`src/rtl/dynamic_pattern_det_if.sv`:
```
// Configuration, stream and status signals of the runtime-programmable pattern detector.
// master drives configuration and data; slave is the detector.
interface dynamic_pattern_det_if #(
  parameter int MAX_LEN = 16,
  parameter int LEN_W   = 5,
  parameter int CNT_W   = 8
);
  logic               cfg_we;
  logic [MAX_LEN-1:0] cfg_pattern;
  logic [LEN_W-1:0]   cfg_len;
  logic               cfg_overlap;
  logic               data_valid;
  logic               data_in;
  logic               cnt_clr;
  logic               pattern_det;
  logic [CNT_W-1:0]   match_count;
  logic               armed;

  modport master (
    output cfg_we, cfg_pattern, cfg_len, cfg_overlap, data_valid, data_in, cnt_clr,
    input  pattern_det, match_count, armed
  );

  modport slave (
    input  cfg_we, cfg_pattern, cfg_len, cfg_overlap, data_valid, data_in, cnt_clr,
    output pattern_det, match_count, armed
  );
endinterface

```
`src/rtl/dynamic_pattern_det.sv`:
```
// Serial pattern detector with a runtime-loaded pattern, length and overlap mode.
// Emits a registered one-cycle pulse per match and keeps a saturating match count.
module dynamic_pattern_det #(
  parameter int MAX_LEN = 16,
  parameter int LEN_W   = 5,
  parameter int CNT_W   = 8
) (
  input logic                  clk,
  input logic                  rst,
  dynamic_pattern_det_if.slave bus
);

  typedef enum logic [1:0] {StIdle, StFill, StMatch} state_e;

  state_e             state_q;
  logic [MAX_LEN-1:0] pat_q, hist_q;
  logic [LEN_W-1:0]   len_q, fill_q;
  logic               ovl_q, det_q, armed_q;
  logic [CNT_W-1:0]   cnt_q;

  logic [MAX_LEN-1:0] hist_shift, mask;
  logic [LEN_W-1:0]   fill_inc;
  logic               accept, hit, cfg_ok;

  always_comb begin
    hist_shift = {hist_q[MAX_LEN-2:0], bus.data_in};
    fill_inc   = (fill_q < len_q) ? fill_q + LEN_W'(1) : len_q;
    for (int i = 0; i < MAX_LEN; i++) begin
      mask[i] = (LEN_W'(i) < len_q);
    end
    cfg_ok = (bus.cfg_len != '0) && (int'(bus.cfg_len) <= MAX_LEN);
    // A configuration write in the same cycle discards the data bit.
    accept = bus.data_valid && (state_q != StIdle) && !bus.cfg_we;
    hit    = accept && (((hist_shift ^ pat_q) & mask) == '0) && (fill_inc == len_q);
  end

  always_ff @(posedge clk or negedge rst) begin
    if (!rst) begin
      state_q <= StIdle;
      pat_q   <= '0;
      len_q   <= '0;
      ovl_q   <= 1'b0;
      hist_q  <= '0;
      fill_q  <= '0;
      det_q   <= 1'b0;
      armed_q <= 1'b0;
      cnt_q   <= '0;
    end else begin
      det_q <= 1'b0;
      if (bus.cfg_we) begin
        pat_q   <= bus.cfg_pattern;
        len_q   <= bus.cfg_len;
        ovl_q   <= bus.cfg_overlap;
        hist_q  <= '0;
        fill_q  <= '0;
        state_q <= cfg_ok ? StFill : StIdle;
        armed_q <= cfg_ok;
      end else if (accept) begin
        hist_q <= hist_shift;
        if (hit) begin
          det_q <= 1'b1;
          if (ovl_q) begin
            fill_q  <= fill_inc;
            state_q <= StMatch;
          end else begin
            // Restart filling so no bit of this match is reused.
            fill_q  <= '0;
            state_q <= StFill;
          end
        end else begin
          fill_q  <= fill_inc;
          state_q <= (fill_inc == len_q) ? StMatch : StFill;
        end
      end

      if (bus.cnt_clr) begin
        cnt_q <= '0;
      end else if (hit && (cnt_q != '1)) begin
        cnt_q <= cnt_q + CNT_W'(1);
      end
    end
  end

  assign bus.pattern_det = det_q;
  assign bus.match_count = cnt_q;
  assign bus.armed       = armed_q;

endmodule

```
`src/flat_wrapper.sv`:
```
// flat-port wrapper written by rule: the top's interface ports become plain ports
module dynamic_pattern_det_flat 
#(
  parameter int MAX_LEN = 16,
  parameter int LEN_W   = 5,
  parameter int CNT_W   = 8
)
  (clk, rst, bus_cfg_we, bus_cfg_pattern, bus_cfg_len, bus_cfg_overlap, bus_data_valid, bus_data_in, bus_cnt_clr, bus_pattern_det, bus_match_count, bus_armed);
  dynamic_pattern_det_if #(.MAX_LEN(MAX_LEN), .LEN_W(LEN_W), .CNT_W(CNT_W)) bus_i ();
  input logic clk;
  input logic rst;
  input wire logic [$bits(bus_i.cfg_we)-1:0] bus_cfg_we;
  input wire logic [$bits(bus_i.cfg_pattern)-1:0] bus_cfg_pattern;
  input wire logic [$bits(bus_i.cfg_len)-1:0] bus_cfg_len;
  input wire logic [$bits(bus_i.cfg_overlap)-1:0] bus_cfg_overlap;
  input wire logic [$bits(bus_i.data_valid)-1:0] bus_data_valid;
  input wire logic [$bits(bus_i.data_in)-1:0] bus_data_in;
  input wire logic [$bits(bus_i.cnt_clr)-1:0] bus_cnt_clr;
  output wire logic [$bits(bus_i.pattern_det)-1:0] bus_pattern_det;
  output wire logic [$bits(bus_i.match_count)-1:0] bus_match_count;
  output wire logic [$bits(bus_i.armed)-1:0] bus_armed;
  assign bus_i.cfg_we = bus_cfg_we;
  assign bus_i.cfg_pattern = bus_cfg_pattern;
  assign bus_i.cfg_len = bus_cfg_len;
  assign bus_i.cfg_overlap = bus_cfg_overlap;
  assign bus_i.data_valid = bus_data_valid;
  assign bus_i.data_in = bus_data_in;
  assign bus_i.cnt_clr = bus_cnt_clr;
  assign bus_pattern_det = bus_i.pattern_det;
  assign bus_match_count = bus_i.match_count;
  assign bus_armed = bus_i.armed;
  dynamic_pattern_det #(.MAX_LEN(MAX_LEN), .LEN_W(LEN_W), .CNT_W(CNT_W)) u_core (.clk(clk), .rst(rst), .bus(bus_i));
endmodule
```
`config.mk`:
```
export PLATFORM = sky130hd
export DESIGN_NAME = dynamic_pattern_det_flat
export DESIGN_NICKNAME = d
export VERILOG_FILES = /design/src/rtl/dynamic_pattern_det_if.sv /design/src/rtl/dynamic_pattern_det.sv /design/src/flat_wrapper.sv
export SDC_FILE = /design/constraint.sdc
export NUM_CORES = 1
export LEC_CHECK = 0
export CORE_MARGIN = 8
export CORE_UTILIZATION = 49
export DETAILED_ROUTE_END_ITERATION = 7
export GPL_TIMING_DRIVEN = 0
export PLACE_DENSITY = 0.82
export SLEW_MARGIN = 20
export SYNTH_ARGS = -nofsm -noshare
export SYNTH_HDL_FRONTEND = slang
export SYNTH_SLANG_ARGS = --single-unit
```
`constraint.sdc`:
```
create_clock -name clk -period 2.2 [get_ports clk]
set_input_delay 0.55 -clock clk [delete_from_list [all_inputs] [get_ports clk]]
set_output_delay 0.55 -clock clk [all_outputs]
set_load 0.03 [all_outputs]
```
# After elaboration in Yosys (flattened, before gate mapping)
# Cells that the tools add are included.
# W data, S select, Z words.
[classes]
add_sub_neg = 2
multipliers = 0
div_mod_pow = 0
order_cmp = 18
n_eq_ne = 2
shifts = 0
muxes = 18
bitwise_logic = 2
n_reduce_logical = 12
[op_table]
columns = ["op", "n"]
rows = [
  ["$lt A4 B5 Y1 const A", 8],
  ["$mux W15", 2],
  ["$mux W5", 5],
  ["$lt A3 B5 Y1 const A", 4],
  ["$and A16 B16 Y16", 1],
  ["$logic_not A16 Y1", 1],
  ["$mux W8", 2],
  ["$xor A16 B16 Y16", 1],
  ["$lt A1 B5 Y1 const A", 2],
  ["$lt A2 B5 Y1 const A", 2],
  ["$mux W2", 5],
  ["$add A8 B1 Y8 const B", 1],
  ["$ne A8 B8 Y1 const B", 1],
  ["$logic_and A1 B1 Y1", 6],
  ["$reduce_bool A2 Y1", 3],
  ["$add A5 B1 Y5 const B", 1],
  ["$eq A5 B5 Y1", 1],
  ["$le A5 B5 Y1 const B", 1],
  ["$lt A5 B5 Y1", 1],
  ["$reduce_bool A5 Y1", 1],
  ["$mux W1", 4],
  ["$logic_not A1 Y1", 1],
]
[totals]
register_bits = 54
latchBits = 0
ramBits = 0
mem_bits_ro = 0
elab_cells = 63
n_memories = 0

# Longest topological paths before layout
[logic_depth]
depth_word = 8
ltp_mapped = 10
mapped_depth_nobuf = 8

# Worst setup path before layout
# No wires, ideal clock.
[synth_path]
kind = "register to register"
startpoint = "reg u_core.len_q[2]"
endpoint = "reg u_core.cnt_q[7], in the netlist u_core.bus.match_count[7]"
setup_time_ps = 78
arrival_ps = 2197
slack_ps = -75
path_stages_with_launch = 10
path_buffers = 2
synth_period_minus_slack_ps = 2275
cell_sequence = "dfrtp_1 > buf_6 > or4_4 > a211oi_2 > o211ai_1 > nor2_2 > nand4_2 > buf_6 > or3_1 > a21oi_1"
[synth_between]
elab_chain_len = 7
elab_cells_between_ends = 25
cone_classes = "order compare (17); eq/ne (1); mux (1); bitwise (1); reduce/logical (5)"
[synth_lines]
columns = ["item", "line", "text"]
rows = [
  ["start, declared", "dynamic_pattern_det.sv:17", "logic [LEN_W-1:0] len_q, fill_q;"],
  ["start signal, assigned", "dynamic_pattern_det.sv:52", "len_q <= bus.cfg_len;"],
  ["$lt A1 B5 Y1 (tied with other cells)", "dynamic_pattern_det.sv:29", "mask[i] = (LEN_W'(i) < len_q);"],
  ["$and A16 B16 Y16", "dynamic_pattern_det.sv:34", "hit = accept && (((hist_shift ^ pat_q) & mask) == '0) && (fill_inc == len_q);"],
  ["$logic_not A16 Y1", "dynamic_pattern_det.sv:34", ""],
  ["$logic_and A1 B1 Y1", "dynamic_pattern_det.sv:34", ""],
  ["$logic_and A1 B1 Y1 *", "dynamic_pattern_det.sv:34", ""],
  ["$logic_and A1 B1 Y1 *", "dynamic_pattern_det.sv:78", "end else if (hit && (cnt_q != '1)) begin"],
  ["$reduce_bool A2 Y1 (no line) *", "--", ""],
  ["end signal, assigned", "dynamic_pattern_det.sv:79", "cnt_q <= cnt_q + CNT_W'(1);"],
  ["end, declared", "dynamic_pattern_det.sv:19", "logic [CNT_W-1:0] cnt_q;"],
]
# Mark *: on every way between the ends. The rest lies on a longest branch, timed or not.
# A chain may end at the register's enable or synchronous reset.

# Worst setup path in the final report
[layout_path]
startpoint = "reg u_core.len_q[2]"
endpoint = "reg u_core.cnt_q[2], in the netlist u_core.bus.match_count[2]"
# Same word-level chain as after synthesis.

==> flow_summary_export.csv <==
group,metric,value,unit
critical_path,timing.setup.critical_path_class,"reg2reg",
yosys,mappedNetlistArea,0.00278,mm^2
timing,setup_slack,-0.183,ns
floorplanning,die_w,91.3,um
layout,final_cell_mix,"53 x dfrtp_1, 35 x clkdlybuf4s50_1, 19 x mux2_2, 15 x a22o_1, 14 x nand2_1",
layout,layout_commonest_cell,"dfrtp_1",
yosys,synth_enable_flop_cells,0,
timing,max_clk_rate,0.420,GHz
drt,wire_per_inst,16.9,um
timing,setup_viol,14,
run_status,status,"complete, but fails checks",
timing,tns,-1.35,ns
critical_path,worstSetupStartpointType,"register",
layout,layout-drive-gt1-share,0.207,
critical_path,worst_r2r_endpoint,"u_core.bus.match_count[2]",
layout,post-route-cell-area,0.00348,mm^2
drt,vias_per_cell,5.67,
layout,layout-area-overhead-vs-synth,25.3,%
yosys,async_flop_share,1.00,
clocking,cts_buffer_depth,2,
clocking,cts-htree-levels,2,
floorplanning,core_area,0.00551,mm^2
yosys,post_synth_inst_count,252,
power,power.density,629,mW/mm^2
place,place.gp.congestion,0.830,
yosys,adder_cell_area_share_of_the_yosys_netlist,0.0270,
yosys,synth-compound-area-share,0.162,
hold_path,hold_class,"in2async",
grt,grt_antenna_before_repair,0,
drt,drt_iter0_drc,122,
drt,drt_drc_violations_left,0,
drt,dr_vias,2132,
grt,grt_pass1_wl,10600,um
place,detailed_place_hpwl,4290,um
clocking,number_of_cts_inserted_buffers,5,
yosys,ys_dominant_reg_cell,"dfrtp_1",
clocking,cts.root.buffer_cell,"clkbuf_8",
drt,route.antenna.remaining_nets,0,
critical_path,endpoint_kind,"register",
critical_path,critical_path_peak_fanout,5,
place,port-buffer-count,36,
yosys,synth_mux_area_frac,0.0843,
timing,period_needed,2.38,ns
clocking,clkTransAtPathRegs,0.10,ns
critical_path,worstPathRequired,2.44,ns
yosys,syn_nets,286,
critical_path,worst-endpoint-arrival,2.62,ns
floorplanning,fp.dieArea,0.00833,mm^2
yosys,post-synth-top-area-cell,"dfrtp_1",
timing,finClkSkew,0.00666,ns
power,vdd.ir_drop.worst,0.000405,V
clocking,cts_tree,"done",
yosys,synthesis.yosys.warnings,0,
floorplanning,die_height,91.3,um
critical_path,worst_r2r_path_depth,9,
yosys,largest_family_of_logic_cells_by_synthesized_area,"compound AO/OA/AOI/OAI gates",
timing,setup_repair_after_global_routing_missed_its_margin,"true",
grt,grt_pass1_vias,2183,
yosys,synth_simple_gate_area_frac,0.118,
timing,worst_pin_slew,0.665,ns
timing,final.period_utilization,1.08,
yosys,ys_seq_elements,54,
critical_path,critical_path.reg2reg.startpoint,"u_core.len_q[2]",
run,timing.max_cap.violations,0,
yosys,synth_area_leaders,"dfrtp_1 49%, mux2_2 7.7%, a22o_1 4.7%",
place,postPlaceCellArea,0.00322,mm^2
yosys,synth_top_area_share,0.487,
run_status,failing_checks,"negative setup slack",
yosys,synth-seq-area-share,0.487,
clocking,hold_fix_buffer_count_after_cts,0,
clocking,worst_skew_pair.late_latency,0.31,ns
clocking,numClockSinks,54,
layout,antenna-diode-count,0,
floorplanning,io-pin-count,38,
layout,nNetsFinal,337,
grt,grt.total_usage,0.155,
power,total_leakage_power,1.51,nW
yosys,synth_xor_xnor_area_share,0.0838,
grt,grt_start_max_net_pins,55,
timing,timing_max_transition_violations_final,0,
drt,finalWirelength,6350,um
yosys,syn_avg_cell_area,11.0,um^2
floorplanning,number_of_placement_rows,27,
timing,slew_headroom,0.557,
critical_path,worst_reg2reg_setup_slack,-0.18,ns
timing,finalHoldViolations,0,
grt,grt_overflow,0,
drt,detail_route.first_pass.iterations,4,
yosys,post_synth_num_cell_types,50,
floorplanning,floorplan.initialDensity,0.504,
state kept, by name (all words and copies together) (netlist names):
register,flops
u_core.bus.armed,1
u_core.bus.match_count,8
u_core.len_q,5
u_core.state_q,2
u_core.pat_q,16
u_core.fill_q,5
u_core.ovl_q,1
u_core.bus.pattern_det,1
u_core.hist_q,15
power by group:
group          total [mW]  switching, mW  leakage, nW  internal [mW]
Sequential           1.10         0.0525        0.698           1.05
Clock               0.695          0.348       0.0563          0.347
Combinational       0.396          0.200        0.758          0.196
Total                2.19          0.600         1.51           1.59
per-layer routing:
layer | global-route usage | share of wire
met4 | 0.0477 | 0.016
met5 | 0 | 0
met3 | 0.0346 | 0.054
met1 | 0.196 | 0.44
met2 | 0.258 | 0.48
repair_timing:
action                                  4_1_cts  5_1_grt
gates resized for setup                       9        9
endpoints found under the setup margin       31       21
buffers inserted                              6        5
pin swaps                                     9        6
metrics by stage:
stage                     hold slack (ns)  setup WS [ns]  utilization  power, mW  cells
after floorplan                     0.254        -0.0259            -       1.35    252
after global placement              0.465          -1.04        0.586       1.47    360
after detailed placement            0.469         -0.564        0.586       1.48    360
after CTS                           0.295         -0.189        0.619       2.19    372
after global routing                0.313         -0.284        0.632       2.28    376
final                               0.266         -0.183        0.632       2.19    376
logic make-up (layout without fill, tap and decap cells):
group	after synthesis	after routing
flip-flops	54	54
AO/OA/AOI/OAI	64	64
XOR/XNOR	25	25
multiplexers	21	21
buffers and inverters	22	74
adder cells (fa/ha/maj)	6	6
AND/OR/NAND/NOR	60	60
synth_stat cells (2+ instances only):
library cell	n
xnor2_1	11
mux2_2	19
buf_6	3
a22o_1	15
nor3b_1	2
nand3_1	8
or3_1	6
xor2_1	13
ha_1	6
o22ai_1	2
nand2_1	14
mux2i_1	2
buf_1	2
o31ai_1	2
clkbuf_1	8
nand2b_1	3
and3_1	3
a21oi_1	13
o2bb2ai_1	2
o21ai_0	6
inv_1	8
dfrtp_1	54
a21o_1	2
nor2_1	11
nor3_1	2
o21ai_1	11
layout make-up:
class	count	area, um^2
Fill cell	447	2030
Multi-Input combinational cell	176	1370
Sequential cell	54	1350
Timing Repair Buffer	47	444
Tap cell	72	90.1
Buffer	11	76.3
Clock buffer	5	68.8
Clock inverter	3	48.8
Inverter	8	30.0
worst max-delay path by stage:
stage	start	endpoint	slack, ns	cells past startpoint
5_1_grt	u_core.len_q[3]	u_core.bus.match_count[2]	-0.28	9
6_report	u_core.len_q[2]	u_core.bus.match_count[2]	-0.18	9
3_3_place_gp	rst	u_core.len_q[3]	-1.04	1
3_5_place_dp	bus_cfg_we	u_core.hist_q[10]	-0.56	7
2_1_floorplan	u_core.len_q[2]	u_core.bus.match_count[2]	-0.03	9
4_1_cts	u_core.len_q[2]	u_core.bus.match_count[2]	-0.19	9
critical path: stages, from the launching register on:
cell      delay, ns
dfrtp_1        0.39
buf_6          0.12
or4_4          0.53
a211oi_2       0.19
o211ai_1       0.13
nor2_2         0.18
nand4_4        0.13
buf_6          0.18
or3_1          0.32
a21oi_2        0.15
(Power assumes the default switching activity.)
